===== src/rtl/fetch_ctrl_pkg.sv =====
// Shared fetch-stage definitions: FSM encoding, PC source select values and
// the bubble instruction loaded into IF/ID on a flush.
package fetch_ctrl_pkg;

  // Fetch sequencer states; 2'd3 is unused and recovers to ST_BOOT.
  typedef enum logic [1:0] {
    ST_BOOT  = 2'd0,
    ST_REQ   = 2'd1,
    ST_STALL = 2'd2
  } fetch_state_e;

  // PC mux source select.
  localparam logic PC_SEQ = 1'b0;
  localparam logic PC_BR  = 1'b1;

  // Bubble instruction written into IF/ID on a flush.
  localparam logic [31:0] NOP_INSN = 32'h0000_0000;

endpackage


===== src/rtl/fetch_ctrl_sat_counter.sv =====
// Saturating up-counter with enable and synchronous clear. Holds at
// all-ones instead of wrapping; reusable for performance counters.
module sat_counter #(
  parameter int W = 16
) (
  input  logic         clk,
  input  logic         clr,
  input  logic         en,
  output logic [W-1:0] count
);

  logic [W-1:0] count_r;

  // Count register: clear wins, then increment unless already saturated.
  always_ff @(posedge clk) begin
    if (clr) begin
      count_r <= {W{1'b0}};
    end else if (en && (count_r != {W{1'b1}})) begin
      count_r <= count_r + {{(W-1){1'b0}}, 1'b1};
    end else begin
      count_r <= count_r;
    end
  end

  assign count = count_r;

endmodule


===== src/rtl/fetch_ctrl.sv =====
// Instruction-fetch sequencer. Controls PC load/select, IF/ID load/flush and
// the instruction-memory request, arbitrating branch redirects, load-use
// stalls and a variable-latency memory acknowledge. A branch that arrives
// while memory has not acknowledged is parked in a pending register and
// applied on the next acknowledge.
module fetch_ctrl
  import fetch_ctrl_pkg::*;
#(
  parameter int BOOT_CYCLES = 2,
  parameter int CNT_W       = 16
) (
  input  logic             i_clk,
  input  logic             i_rst,
  input  logic             i_branch_taken,
  input  logic [31:0]      i_branch_addr,
  input  logic             i_stall,
  input  logic             i_im_ack,
  output logic             o_im_req,
  output logic             o_pc_we,
  output logic             o_pc_sel,
  output logic [31:0]      o_redirect_addr,
  output logic             o_ifid_we,
  output logic             o_ifid_flush,
  output logic [CNT_W-1:0] o_stall_cnt
);

  localparam logic [3:0] BOOT_LOAD = 4'(BOOT_CYCLES);

  fetch_state_e state_r;
  fetch_state_e state_nxt_s;
  logic [3:0]   boot_cnt_r;
  logic         pending_r;
  logic         pending_nxt_s;
  logic [31:0]  pending_addr_r;
  logic [31:0]  pending_addr_nxt_s;

  logic         redirect_s;
  logic         im_req_s;
  logic         pc_we_s;
  logic         pc_sel_s;
  logic [31:0]  redirect_addr_s;
  logic         ifid_we_s;
  logic         ifid_flush_s;
  logic         stall_cnt_en_s;

  // State, boot countdown and pending-redirect registers.
  always_ff @(posedge i_clk) begin
    if (i_rst) begin
      state_r        <= ST_BOOT;
      boot_cnt_r     <= BOOT_LOAD;
      pending_r      <= 1'b0;
      pending_addr_r <= NOP_INSN;
    end else begin
      state_r        <= state_nxt_s;
      pending_r      <= pending_nxt_s;
      pending_addr_r <= pending_addr_nxt_s;
      if (state_r == ST_BOOT) begin
        boot_cnt_r <= (boot_cnt_r > 4'd1) ? (boot_cnt_r - 4'd1) : boot_cnt_r;
      end else begin
        boot_cnt_r <= BOOT_LOAD;
      end
    end
  end

  // Next-state and control outputs; a parked redirect beats a fresh branch,
  // which is on the wrong path by then.
  always_comb begin
    state_nxt_s        = state_r;
    pending_nxt_s      = pending_r;
    pending_addr_nxt_s = pending_addr_r;
    redirect_s         = pending_r | i_branch_taken;
    im_req_s           = 1'b0;
    pc_we_s            = 1'b0;
    pc_sel_s           = PC_SEQ;
    ifid_we_s          = 1'b0;
    ifid_flush_s       = 1'b0;
    redirect_addr_s    = pending_r ? pending_addr_r : i_branch_addr;

    if (i_rst) begin
      redirect_s      = 1'b0;
      redirect_addr_s = 32'h0000_0000;
    end else begin
      case (state_r)
        ST_BOOT: begin
          if (boot_cnt_r <= 4'd1) begin
            state_nxt_s = ST_REQ;
          end else begin
            state_nxt_s = ST_BOOT;
          end
        end
        ST_REQ: begin
          im_req_s = 1'b1;
          if (i_im_ack) begin
            if (redirect_s) begin
              pc_we_s       = 1'b1;
              pc_sel_s      = PC_BR;
              ifid_flush_s  = 1'b1;
              pending_nxt_s = 1'b0;
            end else if (i_stall) begin
              state_nxt_s = ST_STALL;
            end else begin
              pc_we_s   = 1'b1;
              ifid_we_s = 1'b1;
            end
          end else begin
            if (i_branch_taken && !pending_r) begin
              pending_nxt_s      = 1'b1;
              pending_addr_nxt_s = i_branch_addr;
              ifid_flush_s       = 1'b1;
            end else begin
              pending_nxt_s = pending_r;
            end
          end
        end
        ST_STALL: begin
          if (redirect_s) begin
            pc_we_s       = 1'b1;
            pc_sel_s      = PC_BR;
            ifid_flush_s  = 1'b1;
            pending_nxt_s = 1'b0;
            state_nxt_s   = ST_REQ;
          end else if (i_stall) begin
            state_nxt_s = ST_STALL;
          end else begin
            pc_we_s     = 1'b1;
            ifid_we_s   = 1'b1;
            state_nxt_s = ST_REQ;
          end
        end
        default: begin
          state_nxt_s   = ST_BOOT;
          pending_nxt_s = 1'b0;
        end
      endcase
    end
  end

  // Stall accounting: every post-boot cycle in which the PC did not load.
  always_comb begin
    stall_cnt_en_s = 1'b0;
    if (!i_rst && (state_r != ST_BOOT)) begin
      stall_cnt_en_s = ~pc_we_s;
    end else begin
      stall_cnt_en_s = 1'b0;
    end
  end

  sat_counter #(
    .W (CNT_W)
  ) u_stall_cnt (
    .clk   (i_clk),
    .clr   (i_rst),
    .en    (stall_cnt_en_s),
    .count (o_stall_cnt)
  );

  assign o_im_req        = im_req_s;
  assign o_pc_we         = pc_we_s;
  assign o_pc_sel        = pc_sel_s;
  assign o_redirect_addr = redirect_addr_s;
  assign o_ifid_we       = ifid_we_s;
  assign o_ifid_flush    = ifid_flush_s;

endmodule


===== config.mk =====
export PLATFORM = sky130hd
export DESIGN_NAME = fetch_ctrl
export DESIGN_NICKNAME = d
export VERILOG_FILES = /design/src/rtl/fetch_ctrl_pkg.sv /design/src/rtl/fetch_ctrl_sat_counter.sv /design/src/rtl/fetch_ctrl.sv
export SDC_FILE = /design/constraint.sdc
export NUM_CORES = 1
export LEC_CHECK = 0
export BUFFER_PORTS_ARGS = -buffer_cell sky130_fd_sc_hd__buf_2
export CORE_ASPECT_RATIO = 0.6
export CORE_MARGIN = 1.5
export CORE_UTILIZATION = 50
export CTS_CLUSTER_DIAMETER = 80
export DETAILED_ROUTE_END_ITERATION = 10
export HOLD_SLACK_MARGIN = 0.05
export PLACE_DENSITY = 0.88
export SLEW_MARGIN = 20
export SYNTH_ARGS = -nofsm -noshare
export SYNTH_HDL_FRONTEND = slang
export SYNTH_HIERARCHICAL = 1
export SYNTH_SLANG_ARGS = --single-unit

===== constraint.sdc =====
create_clock -name i_clk -period 2.8 [get_ports i_clk]
set_input_delay 0.28 -clock i_clk [delete_from_list [all_inputs] [get_ports i_clk]]
set_output_delay 0.28 -clock i_clk [all_outputs]
set_load 0.01 [all_outputs]

# ---- Word level (Yosys, flattened, before mapping)
# Cells that the tools add are included.
dict set report classes {
  addsub 2
  n_lt_le_gt_ge 2
  eq_ne 7
  muxes 33
  bitwise_logic 4
  reduce_logical 11
}
# op count
set op_table {}
lappend op_table {{2-to-1 mux 32 bit} 2}
lappend op_table {{2-to-1 mux 1 bit} 20}
lappend op_table {{adder 16 x 1 -> 16 bit (second input constant)} 1}
lappend op_table {{!= test 16 bit (second input constant)} 1}
lappend op_table {{2-to-1 mux 2 bit} 5}
lappend op_table {{case mux 1 bit (2 select lines)} 4}
lappend op_table {{!= test 2 bit (second input constant)} 3}
lappend op_table {{case mux 2 bit (3 select lines)} 1}
lappend op_table {{AND reduction 3 bit} 2}
lappend op_table {{greater-than comparator 4 x 1 -> 1 bit (second input constant)} 1}
lappend op_table {{<= comparator 4 x 1 -> 1 bit (second input constant)} 1}
lappend op_table {{subtractor 4 x 1 -> 4 bit (second input constant)} 1}
lappend op_table {{logical AND 1 bit} 3}
lappend op_table {{!= test 3 bit (second input constant)} 1}
lappend op_table {{inverter 1 bit} 3}
lappend op_table {{case mux 1 bit (3 select lines)} 1}
lappend op_table {{== test 2 x 1 -> 1 bit (second input constant)} 1}
lappend op_table {{== test 2 bit (second input constant)} 1}
lappend op_table {{zero test 1 bit} 2}
lappend op_table {{zero test 2 bit} 1}
lappend op_table {{AND reduction 2 bit} 1}
lappend op_table {{nonzero test 2 bit} 1}
lappend op_table {{OR reduction 2 bit} 1}
lappend op_table {{bitwise OR 1 bit} 1}
dict set report totals {
  regBits 55
  out_inout_bits 53
  wordCells 64
}

# ---- Logic depth before layout (Yosys ltp)
dict set report logic_depth {
  word_depth 8
  ltp_mapped 9
  depth_no_buf 9
}

# ---- Cells and area by module
# Netlist, hierarchy kept.
# mod n_inst cells_per_inst area_per_inst_um2 seq_area_each_um2
set modules_own_cells {}
lappend modules_own_cells {fetch_ctrl 1 275 2137.0 780.7}
lappend modules_own_cells {sat_counter 1 99 848.3 320.3}

# ---- Worst setup path after synthesis
# OpenSTA, ideal clock, no wires.
dict set report synth_timing {
  path_type {register to register}
  startpoint {reg pending_r}
  endpoint {reg u_stall_cnt.count_r[7], in the netlist u_stall_cnt/count[7]}
  setup_time_ns 0.070
  t_arrival_ns 2.143
  required_time_ns 2.730
  setup_slack_ns 0.586
  path_stages_with_launch 9
  n_path_buf 2
  synth_period_minus_slack_ns 2.214
  path_cell_list {dfxtp_1 buf_6 or3b_1 nor3b_1 nor3_2 nand2_1 clkbuf_1 or4_1 a21oi_1}
}
dict set report synth_between {
  elab_chain_len 8
}
# element line
set synth_rtl {}
lappend synth_rtl {{from (decl)} fetch_ctrl.sv:32} ;# logic pending_r;
lappend synth_rtl {{from (signal assigned)} fetch_ctrl.sv:55} ;# pending_r <= pending_nxt_s;
lappend synth_rtl {{bitwise OR 1 bit (*)} fetch_ctrl.sv:71} ;# redirect_s = pending_r | i_branch_taken;
lappend synth_rtl {{2-to-1 mux 1 bit (*)} fetch_ctrl.sv:94} ;# if (redirect_s) begin
lappend synth_rtl {{2-to-1 mux 1 bit} fetch_ctrl.sv:93} ;# if (i_im_ack) begin
lappend synth_rtl {{case mux 1 bit (2 select lines) (*)} fetch_ctrl.sv:83} ;# case (state_r)
lappend synth_rtl {{2-to-1 mux 1 bit (*)} fetch_ctrl.sv:79} ;# if (i_rst) begin
lappend synth_rtl {{net o_pc_we} fetch_ctrl.sv:19} ;# output logic o_pc_we,
lappend synth_rtl {{inverter 1 bit (*)} fetch_ctrl.sv:142} ;# stall_cnt_en_s = ~pc_we_s;
lappend synth_rtl {{2-to-1 mux 1 bit (*)} fetch_ctrl.sv:141} ;# if (!i_rst && (state_r != ST_BOOT)) begin
lappend synth_rtl {{net stall_cnt_en_s} fetch_ctrl.sv:44} ;# logic stall_cnt_en_s;
lappend synth_rtl {{logical AND 1 bit (*)} fetch_ctrl_sat_counter.sv:18} ;# end else if (en && (count_r != {W{1'b1}})) begin
lappend synth_rtl {{to (signal assigned)} fetch_ctrl_sat_counter.sv:17} ;# count_r <= {W{1'b0}};
lappend synth_rtl {{to (signal assigned)} fetch_ctrl_sat_counter.sv:19} ;# count_r <= count_r + {{(W-1){1'b0}}, 1'b1};
lappend synth_rtl {{to (signal assigned)} fetch_ctrl_sat_counter.sv:21} ;# count_r <= count_r;
lappend synth_rtl {{to (decl)} fetch_ctrl_sat_counter.sv:12} ;# logic [W-1:0] count_r;
# The timed path passes the listed nets; every way through them passes the cells marked *.
# A chain may end at the register's enable or synchronous reset.

# ---- Final worst setup path
dict set report layout_timing {
  startpoint {reg state_r[1]}
  endpoint {reg u_stall_cnt.count_r[11], in the netlist u_stall_cnt/count[11]}
}
dict set report layout_between {
  elab_chain_len 6
  elab_cells_between_ends 9
  classes_between {2 x eq/ne; 3 x mux; 1 x bitwise; 3 x reduce/logical}
}
# element line
set layout_rtl {}
lappend layout_rtl {{from (decl)} fetch_ctrl.sv:29} ;# fetch_state_e state_r;
lappend layout_rtl {{from (signal assigned)} fetch_ctrl.sv:54} ;# state_r <= state_nxt_s;
lappend layout_rtl {{== test 2 bit / == test 2 x 1 -> 1 bit (equally long branches)} fetch_ctrl.sv:83}
lappend layout_rtl {{case mux 1 bit (2 select lines)} fetch_ctrl.sv:83}
lappend layout_rtl {{2-to-1 mux 1 bit} fetch_ctrl.sv:79}
lappend layout_rtl {{inverter 1 bit} fetch_ctrl.sv:142}
lappend layout_rtl {{2-to-1 mux 1 bit (*)} fetch_ctrl.sv:141}
lappend layout_rtl {{net stall_cnt_en_s} fetch_ctrl.sv:44}
lappend layout_rtl {{logical AND 1 bit (*)} fetch_ctrl_sat_counter.sv:18}
# Marked as above.

==> reports/metrics.cfg <==
[die]
rows = 21
pin_count = 90
die_h_um = 62.9
initial_utilization = 0.526
core_area_sq_um = 5680
dieWidth_um = 103
die-area_sq_um = 6460

[logic_synthesis]
synthCells = 374
syn_area_sq_um = 2990
synth_edf_count = 0
ys_async_sr_fraction = 0
syn-mean-instance-area_sq_um = 7.98
syn-num-nets = 418
synth-seq-cells = 55
ys.flop_type = dfxtp_1
yosys_warnings = 6
ys_types = 48
seq_area_frac_synth = 0.369

[worst_setup_path]
cp-startpoint = state_r[1]$_SDFFE_PP0P_
crit_family = simple AND/OR/NAND/NOR gates
crit_cells = 8
r2r_end = u_stall_cnt/count[11]$_SDFFE_PP0P_
cp_max_fo = 11
path_class = reg2reg
critPathSlowestCell = dfxtp_1
ff2ff_path_depth = 8
crit_arrival_ps = 2780
crit_required_ps = 3000
endpoint_kind = flip-flop
critPathCapture = u_stall_cnt/count[11]$_SDFFE_PP0P_
r2r_start = state_r[1]$_SDFFE_PP0P_
rrSetupSlack_ps = 220
cp-start-kind = flip-flop
crit_buf_inv = 1
path_cells = inv_1, ha_1, a21oi_1, nor3b_1, nor3_2, nand2_2, nor4bb_1, mux2_2
slowest_delay_ps = 410

[global_route]
grt_pass1_vias = 2610
grt_pass1_wl_um = 11800
grt_max_degree = 55
grt_usage = 0.227
antenna_found_initial = 0
gr-total-overflow = 0
met2_usage = 0.373
gr-usage-met3 = 0.0548
top_usage_layer = met2
met1_usage = 0.302

[route]
ant_nets = 0
routed_wl_um = 7180
dr.pass1.iters = 4
wl_per_cell_um = 13.5
via_per_inst = 5.46
vias = 2903
drcViolationCount = 0
drtIter0Drc = 171

[layout]
drive_above_1_share = 0.248
post-route-util = 0.623
n_antenna_cell = 0
area_growth_pct = 18.4
finish.net_count = 495

[clocking]
cts_buffer_depth = 2
cts_root_buf = clkbuf_8
path_clk_slew_ps = 100
cts_tree = done
htreeDepth = 2
clock-sinks = 55
cts_made_buffers = 5
post_cts.repair.setup_buffers = 0
clock_latency_ps = 300

[run]
cap_violations = 0

[sta]
final.min_clock_period_ps = 2580
setup_tns_ps = 0
slew_headroom = 0.451
fin_ws_ps = 220
finalSetupViolations = 0
fin_skew_ps = 7.99
period_share = 0.921
hold_violations = 0
hold_ws_ps = 213
rsz0062_at_grt = false
tightest_slew_ps = 813
max_freq_mhz = 388
slew_viol_final = 0

[power]
power_density_nw_per_um2 = 551
ir_worst_vdd_mv = 0.267
leakage_nw = 1.38
finalPower_mw = 1.95

[hold_path]
min_path_type = in2reg

[run_status]
status = finished clean

[placed_design]
dp_hpwl_um = 5130
numPortBuffers = 89
gp_congestion = 0.895
dp_worst_setup_slack_ps = 223

-- cell usage in the layout, fill, tap and decap left out, types with 3 or more instances in the layout --
master    Yosys  final
ha_1          7      7
nand4_1       3      3
nor4_1        3      3
buf_2         8     89
xnor2_1       4      4
buf_4         2      5
or4_1         7      7
nand3_1       7      7
o21ai_0       4      4
nand2b_1      4      4
a21oi_1      45     45
nor2_1       43     43
clkbuf_8      0      6
dfxtp_1      55     54
and4_1        3      3
inv_1         9      9
or3_1         3      3
o31ai_1       7      7
nor3_1       10     10
nand2_1      70     69
mux2i_1      33     33
-- synth_stat cells (2+ instances only) --
| master | instances | area share |
|---|---|---|
| and2_1 | 2 | 0.0042 |
| nand2b_1 | 4 | 0.0084 |
| o31ai_1 | 7 | 0.018 |
| or2_2 | 2 | 0.0042 |
| and4_1 | 3 | 0.0088 |
| and3_1 | 2 | 0.0042 |
| a32oi_1 | 2 | 0.0059 |
| or3_1 | 3 | 0.0063 |
| mux2i_1 | 33 | 0.11 |
| nor3_1 | 10 | 0.017 |
| buf_4 | 2 | 0.0050 |
| nand4_1 | 3 | 0.0063 |
| dfxtp_1 | 55 | 0.37 |
| ha_1 | 7 | 0.029 |
| nand4bb_1 | 2 | 0.0075 |
| nor4_1 | 3 | 0.0063 |
| clkbuf_1 | 9 | 0.011 |
| xnor2_1 | 4 | 0.012 |
| nor2_1 | 43 | 0.054 |
| a21oi_1 | 45 | 0.075 |
| o21ai_0 | 4 | 0.0067 |
| o41ai_1 | 2 | 0.0059 |
| buf_2 | 8 | 0.013 |
| nand2_1 | 70 | 0.088 |
| buf_6 | 4 | 0.015 |
| nand3_1 | 7 | 0.012 |
| inv_1 | 9 | 0.011 |
| or4_1 | 7 | 0.018 |
| nor2b_1 | 2 | 0.0042 |
| o21a_1 | 2 | 0.0050 |
-- tightest hold or removal path, delay by kind of cell --
kind            cells  cell delay, ps
simple gates        1              50
compound gates      1              50
buf+inv             1             100
-- flip-flops by register name, indices dropped and copies added, names as in the netlist --
register,count
pending_r,1
boot_cnt_r,4
state_r,2
u_stall_cnt/count,16
pending_addr_r,32
-- per-layer routing --
| metal | share of wire | vias up |
|---|---|---|
| met3 | 0.055 | 5 |
| met2 | 0.47 | 78 |
| met4 | 0.0075 | 0 |
| met5 | 0 | - |
| met1 | 0.47 | 1373 |
| li1 | - | 1447 |
-- what timing repair did --
| item | in CTS | in global routing |
|---|---|---|
| hold buffers | 0 | 0 |
| gates resized for setup | 0 | 1 |
| endpoints found under the setup margin | 0 | 1 |
-- cells by family after synthesis --
group / count (synthesis) / share of synthesized area
and+or+nand+nor: 174 / 0.289
xor gates and xnor gates: 4 / 0.0117
muxes: 34 / 0.114
buffers and inverters: 33 / 0.0574
DFF: 55 / 0.369
AOI/OAI and AO/OA: 67 / 0.130
adders and majority gates: 7 / 0.0293
-- how the worst min path moves through the flow --
| stage | start | endpoint | slack (ps) | depth (start not counted) |
|---|---|---|---|---|
| 5_1_grt | i_branch_addr[2] | pending_addr_r[2]$_SDFFE_PP0P_ | 200 | 3 |
| 3_5_place_dp | pending_addr_r[30]$_SDFFE_PP0P_ | pending_addr_r[30]$_SDFFE_PP0P_ | 450 | 2 |
| 4_1_cts | i_branch_addr[18] | pending_addr_r[18]$_SDFFE_PP0P_ | 200 | 3 |
| 3_3_place_gp | pending_addr_r[16]$_SDFFE_PP0P_ | pending_addr_r[16]$_SDFFE_PP0P_ | 440 | 2 |
| 2_1_floorplan | i_branch_addr[0] | pending_addr_r[0]$_SDFFE_PP0P_ | 420 | 2 |
| 6_report | i_branch_addr[11] | pending_addr_r[11]$_SDFFE_PP0P_ | 210 | 3 |
-- power by group --
group	total [mW]	internal (mW)	leakage (nW)	switching [mW]
sequential	0.910	0.851	0.445	0.0595
combinational	0.571	0.233	0.891	0.337
clock	0.464	0.203	0.0474	0.261
-- metrics by stage --
step	instance area [sq um]	cells
6_report	3530	532
5_1_grt	3530	532
4_1_cts	3530	532
3_5_place_dp	3430	524
3_3_place_gp	3430	524
2_1_floorplan	2990	374
-- area by class of cell --
type                    instances  area [sq um]
inverters                       9          33.8
well taps                      80           100
multi-input cells             286          1720
repair buffers                 94           483
fillers                       514          2140
clock buffers                   6          82.6
clock inverters                 2          16.3
flip-flops and latches         55          1100
Note: power is estimated with default switching activity, not from simulation.
